## src/rtl/operand_bank_loader_if.sv

```systemverilog
// Handshake and bank bus between the serial operand source, the loader
// and the second-stage operand multiplexer.
`timescale 1ns/1ps

interface operand_bank_loader_if #(
  parameter int BANK_W = 8
);
  logic              in_valid;
  logic              in_ready;
  logic              in_bit;
  logic              abort;
  logic              out_ack;
  logic              sel;
  logic [BANK_W-1:0] bank0;
  logic [BANK_W-1:0] bank1;
  logic              out_valid;

  // Source/consumer side: drives the bit stream and the release of the visible bank
  modport master (
    output in_valid, in_bit, abort, out_ack,
    input  in_ready, sel, bank0, bank1, out_valid
  );

  // Loader side: owns the banks and the bank select
  modport slave (
    input  in_valid, in_bit, abort, out_ack,
    output in_ready, sel, bank0, bank1, out_valid
  );
endinterface

```

## src/rtl/operand_bank_loader.sv

```systemverilog
// Ping-pong serial operand loader. Bits are shifted MSB-first into the
// hidden bank while the mux reads the visible one; a completed frame is
// published by flipping sel once the consumer has released the old frame.
`timescale 1ns/1ps

module operand_bank_loader (
  input logic                 clk,
  input logic                 rst_n,
  operand_bank_loader_if.slave bus
);

  typedef enum logic {
    LOAD = 1'b0,
    FULL = 1'b1
  } state_t;

  state_t     state, state_n;
  logic [2:0] cnt, cnt_n;
  logic       sel, sel_n;
  logic       out_valid, out_valid_n;
  logic [7:0] bank0, bank0_n;
  logic [7:0] bank1, bank1_n;
  logic       in_ready;
  logic       accept;
  logic       swap;

  // A full frame waits in FULL; abort only blocks acceptance while loading
  assign in_ready = (state == LOAD) && !bus.abort;
  assign accept   = bus.in_valid && in_ready;
  assign swap     = (state == FULL) && (!out_valid || bus.out_ack);

  assign bus.in_ready  = in_ready;
  assign bus.sel       = sel;
  assign bus.bank0     = bank0;
  assign bus.bank1     = bank1;
  assign bus.out_valid = out_valid;

  // Next-state logic: shift into the shadow bank, detect frame end, publish on swap
  always_comb begin
    state_n     = state;
    cnt_n       = cnt;
    sel_n       = sel;
    out_valid_n = out_valid;
    bank0_n     = bank0;
    bank1_n     = bank1;

    case (state)
      LOAD: begin
        if (bus.abort) begin
          cnt_n = 3'd0;
        end else if (accept) begin
          if (sel) begin
            bank0_n = {bank0[6:0], bus.in_bit};
          end else begin
            bank1_n = {bank1[6:0], bus.in_bit};
          end
          cnt_n = cnt + 3'd1;
          if (cnt == 3'd7) begin
            state_n = FULL;
          end
        end
      end
      FULL: begin
        if (swap) begin
          sel_n       = ~sel;
          out_valid_n = 1'b1;
          cnt_n       = 3'd0;
          state_n     = LOAD;
        end
      end
      default: begin
        state_n = LOAD;
      end
    endcase

    // A release without a simultaneous swap retires the visible frame;
    // when both happen, the freshly published frame keeps out_valid high.
    if (bus.out_ack && out_valid && !swap) begin
      out_valid_n = 1'b0;
    end
  end

  // State register with asynchronous active-low clear
  always_ff @(posedge clk or negedge rst_n) begin
    if (!rst_n) begin
      state     <= LOAD;
      cnt       <= 3'd0;
      sel       <= 1'b0;
      out_valid <= 1'b0;
      bank0     <= 8'h00;
      bank1     <= 8'h00;
    end else begin
      state     <= state_n;
      cnt       <= cnt_n;
      sel       <= sel_n;
      out_valid <= out_valid_n;
      bank0     <= bank0_n;
      bank1     <= bank1_n;
    end
  end

endmodule
```

## src/flat_wrapper.sv

```systemverilog
// flat-port wrapper written by rule: the top's interface ports become plain ports
module operand_bank_loader_flat 
  (clk, rst_n, bus_in_valid, bus_in_bit, bus_abort, bus_out_ack, bus_in_ready, bus_sel, bus_bank0, bus_bank1, bus_out_valid);
  operand_bank_loader_if bus_i ();
  input logic clk;
  input logic rst_n;
  input wire logic [$bits(bus_i.in_valid)-1:0] bus_in_valid;
  input wire logic [$bits(bus_i.in_bit)-1:0] bus_in_bit;
  input wire logic [$bits(bus_i.abort)-1:0] bus_abort;
  input wire logic [$bits(bus_i.out_ack)-1:0] bus_out_ack;
  output wire logic [$bits(bus_i.in_ready)-1:0] bus_in_ready;
  output wire logic [$bits(bus_i.sel)-1:0] bus_sel;
  output wire logic [$bits(bus_i.bank0)-1:0] bus_bank0;
  output wire logic [$bits(bus_i.bank1)-1:0] bus_bank1;
  output wire logic [$bits(bus_i.out_valid)-1:0] bus_out_valid;
  assign bus_i.in_valid = bus_in_valid;
  assign bus_i.in_bit = bus_in_bit;
  assign bus_i.abort = bus_abort;
  assign bus_i.out_ack = bus_out_ack;
  assign bus_in_ready = bus_i.in_ready;
  assign bus_sel = bus_i.sel;
  assign bus_bank0 = bus_i.bank0;
  assign bus_bank1 = bus_i.bank1;
  assign bus_out_valid = bus_i.out_valid;
  operand_bank_loader u_core (.clk(clk), .rst_n(rst_n), .bus(bus_i));
endmodule
```

## config.mk

```make
export PLATFORM = sky130hd
export DESIGN_NAME = operand_bank_loader_flat
export DESIGN_NICKNAME = d
export VERILOG_FILES = /design/src/rtl/operand_bank_loader_if.sv /design/src/rtl/operand_bank_loader.sv /design/src/flat_wrapper.sv
export SDC_FILE = /design/constraint.sdc
export NUM_CORES = 1
export LEC_CHECK = 0
export CAP_MARGIN = 20
export CORE_MARGIN = 2
export CORE_UTILIZATION = 25
export DETAILED_ROUTE_END_ITERATION = 16
export PLACE_DENSITY = 0.5
export RECOVER_POWER = 25
export SLEW_MARGIN = 5
export SYNTH_ARGS = -nofsm -noshare
export SYNTH_HDL_FRONTEND = slang
export SYNTH_SLANG_ARGS = --single-unit
```

## constraint.sdc

```tcl
create_clock -name clk -period 1.6 [get_ports clk]
set_input_delay 0.4 -clock clk [delete_from_list [all_inputs] [get_ports clk]]
set_output_delay 0.4 -clock clk [all_outputs]
set_load 0.02 [all_outputs]
```

==> impl_metrics.json <==
{
  "root_buffer": "clkbuf_4",
  "dr.pass1.iters": 3,
  "r2r-end": "u_core.bus.bank1[3]",
  "worstPathArrival_ps": 1720,
  "clk_pin_slew_ps": 120,
  "numCtsBuffers": 3,
  "pwr-share-comb_pct": 25.7,
  "synth_common_cells": "dfrtp_1, mux2_2, nand2_1",
  "clock.fmax_ghz": 0.653,
  "drive_gt1_share_pct": 34.1,
  "hpwlAfterDp_um": 1110,
  "vdd_ir_drop_max_mv": 0.272,
  "cap_violations": 0,
  "yosysMostFrequentCell": "dfrtp_1",
  "holdPathEnd": "u_core.bus.bank1[7]",
  "swShare_pct": 28.8,
  "avgRoutedWirePerCell_um": 10.8,
  "fin_area_sq_mm": 0.00123,
  "grt_usage_pct": 8.36,
  "tns_ps": 0,
  "gp_congestion": 0.691,
  "crit_path_start_kind": "primary input",
  "grt_pass1_wl_um": 2680,
  "rows": 21,
  "post-route-period-util_pct": 95.7,
  "seqPwrFrac_pct": 52.2,
  "end_kind": "flip-flop",
  "required_ps": 1790,
  "tightest_slew_ps": 540,
  "yosys-top-cells-area": "dfrtp_1, mux2_2, ha_1, buf_6, nor3b_4",
  "vias": 555,
  "pwr-share-clk_pct": 22.1,
  "synth_top_cell_by_area": "dfrtp_1",
  "timing.rr.start": "u_core.state",
  "worst_r2r_path_depth": 4,
  "syn_avg_cell_area_sq_um": 15.7,
  "ctsHoldBuffers": 0,
  "grt_pass1_vias": 598,
  "clock-sinks": 22,
  "fp.dieArea_sq_mm": 0.00407,
  "min_path_cells": 1,
  "start_util_pct": 26.4,
  "cts_setup_buffers": 0,
  "postSynth.asyncResetShare_pct": 100,
  "p_sw_mw": 0.381,
  "critPathMaxFanout": 8,
  "grt_max_degree": 23,
  "ys_seq_area_share_pct": 61.6,
  "p_int_mw": 0.943,
  "finClkSkew_ps": 3.09,
  "hold_path.class": "flip-flop to flip-flop",
  "syn-num-nets": 65,
  "ys_seq_elements": 22,
  "yosys.cell_types.count": 14,
  "fin_ws_ps": 69.4,
  "setup-violations-final": 0,
  "power.leakage_nw": 0.637,
  "core-area_sq_mm": 0.00339,
  "cts.path.max_buffers": 2,
  "final_max_slew_viol_count": 0,
  "gr-total-overflow": 0,
  "synth_edf_count": 0,
  "max_slew_margin_pct": 64.0,
  "rsz0062_at_grt": "false",
  "yosysWarningCount": 0,
  "reg2reg_slack_ps": 200,
  "fillers": 352,
  "power_density_mw_per_mm2": 1080,
  "hp-start": "u_core.bus.bank1[7]",
  "clock_latency_ps": 290,
  "fp.dieW_um": 63.8,
  "viasPerCell": 4.14,
  "ant_nets": 0,
  "antennaDiodeCount": 0,
  "status": "finished, final reports clean",
  "cts_tree": "yes",
  "synthCells": 57,
  "area_delta_synth_final_pct": 37.5,
  "finalHoldWorstSlack_ps": 516,
  "htreeDepth": 1,
  "final_nets": 97,
  "io-pin-count": 25,
  "port_buffers": 24,
  "antenna_found_initial": 0,
  "power_mw": 1.32,
  "path_class": "primary input to flip-flop",
  "syn_area_sq_um": 893,
  "placed_area_sq_mm": 0.00122,
  "finalHoldViolCount": 0,
  "die_h_um": 63.8,
  "synth_top_area_share_pct": 61.6,
  "drtIter0Drc": 24,
  "dpl_worst_slack_ps": -342,
  "wirelength_um": 1450,
  "synth_flop_cell": "dfrtp_1",
  "layout_min_cycle_time_ps": 1530,
  "remaining_drc_errors": 0
}
layer usage:
metal  global-route usage (%)  routed length, um  vias to the layer above
met5                        0                  0                        -
met2                     13.3                673                       17
li1                         -                  -                      264
met4                     3.26                  8                        0
met3                     2.64                 87                        2
met1                     10.5                683                      272
worst max-delay path by stage:
stage	cells after the start	startpoint	end	slack, ps
after floorplan	4	u_core.state	u_core.bus.bank0[0]	180
after global placement	3	bus_abort	bus_in_ready	-320
after detailed placement	6	bus_abort	u_core.bus.bank1[3]	-340
after CTS	2	u_core.state	bus_in_ready	1
after global routing	5	bus_in_valid	u_core.bus.bank1[0]	8
final	5	bus_in_valid	u_core.bus.bank1[3]	70
power by group through the flow:
stage	logic, mW	clock network, mW	registers, mW
after floorplan	0.0945	0	0.800
after global placement	0.401	0	0.708
after detailed placement	0.405	0	0.711
after CTS	0.348	0.317	0.695
after global routing	0.362	0.339	0.710
final	0.340	0.293	0.691
cell families after synthesis:
| family | share of synthesized area [%] |
|---|---|
| flops | 61.6 |
| simple gates | 7.84 |
| compound gates | 2.80 |
| buf+inv | 2.52 |
| mux | 21.4 |
| xor+xnor | 0.981 |
| fa+ha+maj | 2.80 |
timing repair:
action | 4_1_cts | 5_1_grt
setup endpoints to repair | 24 | 3
pin swaps | 1 | 0
resized for setup | 22 | 2
metrics by stage:
stage	instances	utilization, %
after floorplan	57	-
after global placement	130	36.0
after detailed placement	130	36.0
after CTS	134	36.4
after global routing	134	36.2
final	134	36.2
flip-flops by register name, summed over array words and instances, names as in the netlist:
name                  cells
u_core.bus.bank0          8
u_core.bus.bank1          8
u_core.cnt                3
u_core.bus.out_valid      1
u_core.bus.sel            1
u_core.state              1
placed cells by master, fill, tap and decap left out, drive strengths merged:
| cell type | n |
|---|---|
| a22o | 2 |
| and2 | 1 |
| and2b | 1 |
| buf | 4 |
| clkbuf | 6 |
| clkdlybuf4s50 | 3 |
| dfrtp | 22 |
| dlygate4sd2 | 19 |
| dlygate4sd3 | 1 |
| ha | 2 |
| mux2 | 17 |
| nand2 | 3 |
| nand2b | 2 |
| nand3b | 1 |
| nor2 | 1 |
| nor3b | 1 |
| o31ai | 1 |
| xnor2 | 1 |
area by class of cell:
type	instances	area, sq um	area share [%]
tap	46	57.6	4.68
multi-input combinational	33	322	26.2
clock buffer	4	36.3	2.95
timing repair buffer	29	263	21.4
sequential	22	551	44.8
worst max-delay path, stage by stage:
cell and delay, ps:
clkdlybuf4s50_1 480, nor3b_4 210, and2b_2 190, buf_12 120, mux2_2 330
Power figures use the tool's default switching activity.
